<file path="src/rtl/lcd_pkg.sv">
// Shared LCD definitions: transmit FSM states, default timings at 100 MHz,
// and the HD44780 command bytes used by the init/text sequencer.
// Pure declarations; no logic or timing of its own.
package lcd_pkg;

  typedef enum logic [2:0] {
    IDLE,
    SETUP_HI,
    EN_HI,
    HOLD_HI,
    SETUP_LO,
    EN_LO,
    HOLD_LO
  } state_e;

  // Delay constants in clk cycles at 100 MHz.
  localparam int unsigned U400 = 40000;
  localparam int unsigned M1   = 100000;
  localparam int unsigned M2   = 200000;
  localparam int unsigned M30  = 3000000;

  localparam logic [7:0] CMD_CLEAR   = 8'h01;
  localparam logic [7:0] CMD_HOME    = 8'h02;
  localparam logic [7:0] CMD_ENTRY   = 8'h06;
  localparam logic [7:0] CMD_DISP_ON = 8'h0F;
  localparam logic [7:0] CMD_FS_4BIT = 8'h28;

  // Clear and home are the slow instructions that need the extended hold.
  function automatic logic needs_long_hold(input logic [7:0] b, input logic rs);
    return !rs && ((b == CMD_CLEAR) || (b == CMD_HOME));
  endfunction

endpackage

</file>
<file path="src/rtl/lcd_byte_tx_if.sv">
// Byte request channel from the LCD sequencer to the nibble transmitter.
// One byte moves per cycle where in_valid and in_ready are both high.
// The transmitter (slave) drives in_ready; the sequencer drives the rest.
interface lcd_byte_tx_if;
  logic       in_valid;
  logic       in_ready;
  logic [7:0] in_byte;
  logic       in_rs;
  logic       in_nibble_only;

  modport master (
    output in_valid, in_byte, in_rs, in_nibble_only,
    input  in_ready
  );

  modport slave (
    input  in_valid, in_byte, in_rs, in_nibble_only,
    output in_ready
  );
endinterface

</file>
<file path="src/rtl/lcd_byte_tx.sv">
// Purpose: send a byte (or a lone high nibble) to an HD44780 over its 4-bit bus with setup/enable/hold timing.
// Latency: pins driven the cycle after acceptance; occupies 2*(SETUP+EN+HOLD) cycles per byte (HOLD_LO may be LONG).
// Backpressure: in_ready only in IDLE outside reset; at least one IDLE cycle between transfers.
module lcd_byte_tx
  import lcd_pkg::*;
#(
  parameter int unsigned SETUP_CYC = U400,
  parameter int unsigned EN_CYC    = M1,
  parameter int unsigned HOLD_CYC  = U400,
  parameter int unsigned LONG_CYC  = M2,
  parameter int unsigned CNT_W     = 32
) (
  input  logic          clk,
  input  logic          rst,
  lcd_byte_tx_if.slave  up,
  output logic          busy,
  output logic [3:0]    lcd_data,
  output logic          lcd_rs,
  output logic          lcd_rw,
  output logic          lcd_en
);

  localparam logic [CNT_W-1:0] SETUP_LAST = CNT_W'(SETUP_CYC - 1);
  localparam logic [CNT_W-1:0] EN_LAST    = CNT_W'(EN_CYC - 1);
  localparam logic [CNT_W-1:0] HOLD_LAST  = CNT_W'(HOLD_CYC - 1);
  localparam logic [CNT_W-1:0] LONG_LAST  = CNT_W'(LONG_CYC - 1);
  localparam logic [CNT_W-1:0] CNT_ONE    = {{(CNT_W-1){1'b0}}, 1'b1};

  state_e           state_q, state_d;
  logic [CNT_W-1:0] cnt_q, cnt_d, cnt_last;
  logic [7:0]       byte_q, byte_d;
  logic             rs_q, rs_d;
  logic             nib_q, nib_d;
  logic [3:0]       data_q, data_d;
  logic             en_q, en_d;

  assign up.in_ready = (state_q == IDLE) && !rst;
  assign busy        = (state_q != IDLE);
  assign lcd_data    = data_q;
  assign lcd_rs      = rs_q;
  assign lcd_rw      = 1'b0;
  assign lcd_en      = en_q;

  // Next state, counter and pin values; pins are registered from the next state so they never glitch.
  always_comb begin
    state_d  = state_q;
    cnt_d    = cnt_q;
    byte_d   = byte_q;
    rs_d     = rs_q;
    nib_d    = nib_q;
    data_d   = data_q;
    cnt_last = '0;

    unique case (state_q)
      SETUP_HI, SETUP_LO: cnt_last = SETUP_LAST;
      EN_HI, EN_LO:       cnt_last = EN_LAST;
      HOLD_HI:            cnt_last = HOLD_LAST;
      HOLD_LO:            cnt_last = needs_long_hold(byte_q, rs_q) ? LONG_LAST : HOLD_LAST;
      default:            cnt_last = '0;
    endcase

    if (state_q == IDLE) begin
      if (up.in_valid) begin
        byte_d  = up.in_byte;
        rs_d    = up.in_rs;
        nib_d   = up.in_nibble_only;
        data_d  = up.in_byte[7:4];
        state_d = SETUP_HI;
        cnt_d   = '0;
      end
    end else if (cnt_q == cnt_last) begin
      cnt_d = '0;
      unique case (state_q)
        SETUP_HI: state_d = EN_HI;
        EN_HI:    state_d = HOLD_HI;
        HOLD_HI: begin
          if (nib_q) begin
            state_d = IDLE;
          end else begin
            state_d = SETUP_LO;
            data_d  = byte_q[3:0];
          end
        end
        SETUP_LO: state_d = EN_LO;
        EN_LO:    state_d = HOLD_LO;
        HOLD_LO:  state_d = IDLE;
        default:  state_d = IDLE;
      endcase
    end else begin
      cnt_d = cnt_q + CNT_ONE;
    end

    en_d = (state_d == EN_HI) || (state_d == EN_LO);
  end

  // State, counter, latched request and pin registers; reset drops any transfer in flight.
  always_ff @(posedge clk) begin
    if (rst) begin
      state_q <= IDLE;
      cnt_q   <= '0;
      byte_q  <= '0;
      rs_q    <= 1'b0;
      nib_q   <= 1'b0;
      data_q  <= '0;
      en_q    <= 1'b0;
    end else begin
      state_q <= state_d;
      cnt_q   <= cnt_d;
      byte_q  <= byte_d;
      rs_q    <= rs_d;
      nib_q   <= nib_d;
      data_q  <= data_d;
      en_q    <= en_d;
    end
  end

endmodule

</file>
<file path="src/flat_wrapper.sv">
// flat-port wrapper written by rule: the top's interface ports become plain ports
module lcd_byte_tx_flat import lcd_pkg::*;
#(
  parameter int unsigned SETUP_CYC = U400,
  parameter int unsigned EN_CYC    = M1,
  parameter int unsigned HOLD_CYC  = U400,
  parameter int unsigned LONG_CYC  = M2,
  parameter int unsigned CNT_W     = 32
)
  (clk, rst, busy, lcd_data, lcd_rs, lcd_rw, lcd_en, up_in_valid, up_in_byte, up_in_rs, up_in_nibble_only, up_in_ready);
  lcd_byte_tx_if up_i ();
  input  logic clk;
  input  logic rst;
  output logic busy;
  output logic [3:0] lcd_data;
  output logic lcd_rs;
  output logic lcd_rw;
  output logic lcd_en;
  input wire logic [$bits(up_i.in_valid)-1:0] up_in_valid;
  input wire logic [$bits(up_i.in_byte)-1:0] up_in_byte;
  input wire logic [$bits(up_i.in_rs)-1:0] up_in_rs;
  input wire logic [$bits(up_i.in_nibble_only)-1:0] up_in_nibble_only;
  output wire logic [$bits(up_i.in_ready)-1:0] up_in_ready;
  assign up_i.in_valid = up_in_valid;
  assign up_i.in_byte = up_in_byte;
  assign up_i.in_rs = up_in_rs;
  assign up_i.in_nibble_only = up_in_nibble_only;
  assign up_in_ready = up_i.in_ready;
  lcd_byte_tx #(.SETUP_CYC(SETUP_CYC), .EN_CYC(EN_CYC), .HOLD_CYC(HOLD_CYC), .LONG_CYC(LONG_CYC), .CNT_W(CNT_W)) u_core (.clk(clk), .rst(rst), .up(up_i), .busy(busy), .lcd_data(lcd_data), .lcd_rs(lcd_rs), .lcd_rw(lcd_rw), .lcd_en(lcd_en));
endmodule
</file>
<file path="config.mk">
export PLATFORM = sky130hd
export DESIGN_NAME = lcd_byte_tx_flat
export DESIGN_NICKNAME = d
export VERILOG_FILES = /design/src/rtl/lcd_pkg.sv /design/src/rtl/lcd_byte_tx_if.sv /design/src/rtl/lcd_byte_tx.sv /design/src/flat_wrapper.sv
export SDC_FILE = /design/constraint.sdc
export NUM_CORES = 1
export LEC_CHECK = 0
export CORE_MARGIN = 3
export CORE_UTILIZATION = 45
export CTS_CLUSTER_SIZE = 8
export DETAILED_ROUTE_END_ITERATION = 16
export PLACE_DENSITY = 0.67
export SETUP_SLACK_MARGIN = 0.2
export SLEW_MARGIN = 40
export SYNTH_ARGS = -nofsm -noshare
export SYNTH_HDL_FRONTEND = slang
export SYNTH_SLANG_ARGS = --single-unit
</file>
<file path="constraint.sdc">
create_clock -name clk -period 2.3 [get_ports clk]
set_input_delay 0.69 -clock clk [delete_from_list [all_inputs] [get_ports clk]]
set_output_delay 0.69 -clock clk [all_outputs]
set_load 0.02 [all_outputs]
</file>
==> results.sh <==
export IMPL_async_flop_share=0
export IMPL_yosysTopAreaCell="dfxtp_1"
export IMPL_syn_inst=366
export IMPL_place_area_um2=3700
export IMPL_rsz0062_at_grt="true"
export IMPL_diodes=0
export IMPL_drtPass1Iterations=5
export IMPL_cp_end_kind="flip-flop"
export IMPL_synth_distinct_cells=59
export IMPL_mostFrequentLayoutCells="buf_4, nand2_1, dfxtp_1"
export IMPL_vias=3073
export IMPL_min_period_ns=2.46
export IMPL_synth_sequential_area_ratio=0.348
export IMPL_dp_slack_ns=-0.247
export IMPL_worstSetupPathType="reg -> reg"
export IMPL_ir_worst_vdd_uv=456
export IMPL_die_width_um=86.0
export IMPL_core_um2=6060
export IMPL_grt_antenna_before_repair=0
export IMPL_multiInputGateArea_um2=1940
export IMPL_yosysWarnings=0
export IMPL_viasPerCell=5.67
export IMPL_area_delta_synth_final_pct=44.5
export IMPL_syn_cell_area_um2=2880
export IMPL_gp_congestion=0.904
export IMPL_synth_nets=380
export IMPL_regArea_um2=1010
export IMPL_outcome="finished with violations"
export IMPL_slew_viol_final=0
export IMPL_worst_setup_path_start_kind="flip-flop"
export IMPL_cts_sinks=50
export IMPL_fin_ws_ns=-0.157
export IMPL_port_buffers=20
export IMPL_finalHoldViolCount=0
export IMPL_finClkSkew_ns=0.00950
export IMPL_grt_max_degree=32
export IMPL_hpwl_mm=5.75
export IMPL_hold_path_class="reg -> reg"
export IMPL_synthTopCellsByArea="dfxtp_1, nand2_1, a21oi_1"
export IMPL_clock_latency_ns=0.32
export IMPL_final_area_um2=4160
export IMPL_p_per_area_nw_per_um2=761
export IMPL_drtIter0Drc=253
export IMPL_track_usage=0.232
export IMPL_tightest_slew_ns=0.606
export IMPL_worstPathMaxFanout=7
export IMPL_start_util=0.475
export IMPL_cellLeakagePower_nw=1.62
export IMPL_rows=28
export IMPL_cp_required_ns=2.51
export IMPL_io_pins=22
export IMPL_grt_overflow_total=0
export IMPL_setup_viol=33
export IMPL_max_slew_margin_rel=0.594
export IMPL_die_y_um=86.0
export IMPL_route_detailed_drc=0
export IMPL_final_cell_count_no_fill=542
export IMPL_p_total_mw=3.17
export IMPL_routedWlPerCell_um=15.5
export IMPL_die_area_um2=7390
export IMPL_max_freq_ghz=0.407
export IMPL_clkSlewWorstSetupHoldPaths_ns=0.10
export IMPL_cts_made_buffers=5
export IMPL_crit_arrival_ns=2.67
export IMPL_holdBufCountCts=0
export IMPL_ctsHtreeMaxLevel=2
export IMPL_clock_path_buffers=2
export IMPL_fin_crit_sh=1.07
export IMPL_whs_ns=0.478
export IMPL_avgSynthCellArea_um2=7.86
export IMPL_drive_gt1_frac=0.340
export IMPL_violations="setup timing"
export IMPL_layout_commonest_cell="buf_4"
export IMPL_cts_tree="done"
export IMPL_nNetsFinal=480
export IMPL_grt_pass1_vias=2960
export IMPL_yosys_area_top_type_share=0.348
export IMPL_routed_wl_mm=8.40
export IMPL_dp_cells=518
export IMPL_synth_enable_flop_cells=0
export IMPL_synth_flop_cell="dfxtp_1"
export IMPL_fillers=488
export IMPL_drtAntennaViolNets=0
export IMPL_cts_root_buf="clkbuf_8"
export IMPL_maxCapViolCount=0
export IMPL_grt_first_pass_wirelength_mm=13.8
export IMPL_synth_seq_cells=50
power breakdown:
part	internal, mW	switching [mW]	leakage, nW
registers	0.929	0.0588	0.409
clock network	0.358	0.327	0.0618
logic	0.756	0.737	1.15
worst max-delay path: stages (launching register included):
cell	delay (ns)
dfxtp_2	0.35
nor4b_4	0.30
buf_4	0.18
nand4_1	0.12
buf_4	0.17
mux2i_4	0.18
a211oi_4	0.29
buf_4	0.17
a311o_2	0.25
buf_6	0.17
buf_6	0.11
o21ai_2	0.05
final timing paths:
kind | startpoint | to | slack, ns | depth (start not counted)
setup / recovery | u_core.byte_q[4] | u_core.cnt_q[3] | -0.16 | 11
setup reg to reg | u_core.byte_q[4] | u_core.cnt_q[3] | -0.16 | 11
hold / removal | u_core.byte_q[7] | u_core.byte_q[7] | 0.48 | 2
hold reg to reg | u_core.byte_q[7] | u_core.byte_q[7] | 0.48 | 2
state kept, by name, summed over array words and instances, names as in the netlist:
name and cells:
u_core.lcd_rs 1, u_core.state_q 3, u_core.lcd_en 1, u_core.lcd_data 4
u_core.cnt_q 32, u_core.byte_q 8, u_core.nib_q 1
per-stage QoR:
step,util,setup TNS [ns]
6_report,0.686,-3.18
5_1_grt,0.686,-8.05
4_1_cts,0.670,-1.95
3_5_place_dp,0.611,-3.48
3_3_place_gp,0.611,-3.38
2_1_floorplan,-,0
metal layers:
metal  routed length, µm  track usage  vias to the layer above
li1                    -            -                     1523
met3                 497       0.0307                       16
met4                 142       0.0748                        0
met5                   0            0                        -
met2                3950        0.388                      105
met1                3800        0.307                     1429
cells by family (layout without fill, tap and decap cells):
family / after synthesis / in the layout / share of synthesized area
and+or+nand+nor: 184 / 184 / 0.356
AOI/OAI and AO/OA: 81 / 82 / 0.188
buffers and inverters: 32 / 132 / 0.0496
muxes: 3 / 3 / 0.0104
xor gates and xnor gates: 14 / 14 / 0.0426
adders and majority gates: 1 / 1 / 0.00435
DFF: 50 / 50 / 0.348
other: 1 / 1 / 0.00130
layout make-up:
class / instances / share of cell area
tap: 75 / 0.0226
multi-input combinational: 285 / 0.466
sequential: 50 / 0.244
inverter: 11 / 0.0105
clock inverter: 2 / 0.00933
timing repair buffer: 113 / 0.228
clock buffer: 6 / 0.0199
what timing repair did:
action,4_1_cts,5_1_grt
endpoints found under the setup margin,42,41
gates cloned,1,0
buffers inserted,13,2
pin swaps,18,9
gates resized for setup,42,22
cell usage after synthesis (2+ instances only):
master and instances:
buf_4 3, or2_1 2, nor2_1 23, o311ai_1 3
buf_2 3, a311oi_1 5, nor4_1 8, or4_1 2
and4_1 4, nor3_1 10, o21ai_0 3, nand4b_1 2
nand2b_1 3, inv_1 10, dfxtp_1 50, o21ai_1 22
xor2_1 6, o22ai_1 2, or3_1 8, and3_1 7
a21o_1 7, and2_1 3, nand3b_1 3, nand4_1 8
nand3_1 19, nor3b_1 6, a21oi_1 24, clkbuf_1 13
nor4_4 3, nor2b_1 2, nand2_1 63, a211oi_1 3
xnor2_1 8, mux2i_1 3
Note: power is estimated with default switching activity, not from simulation.
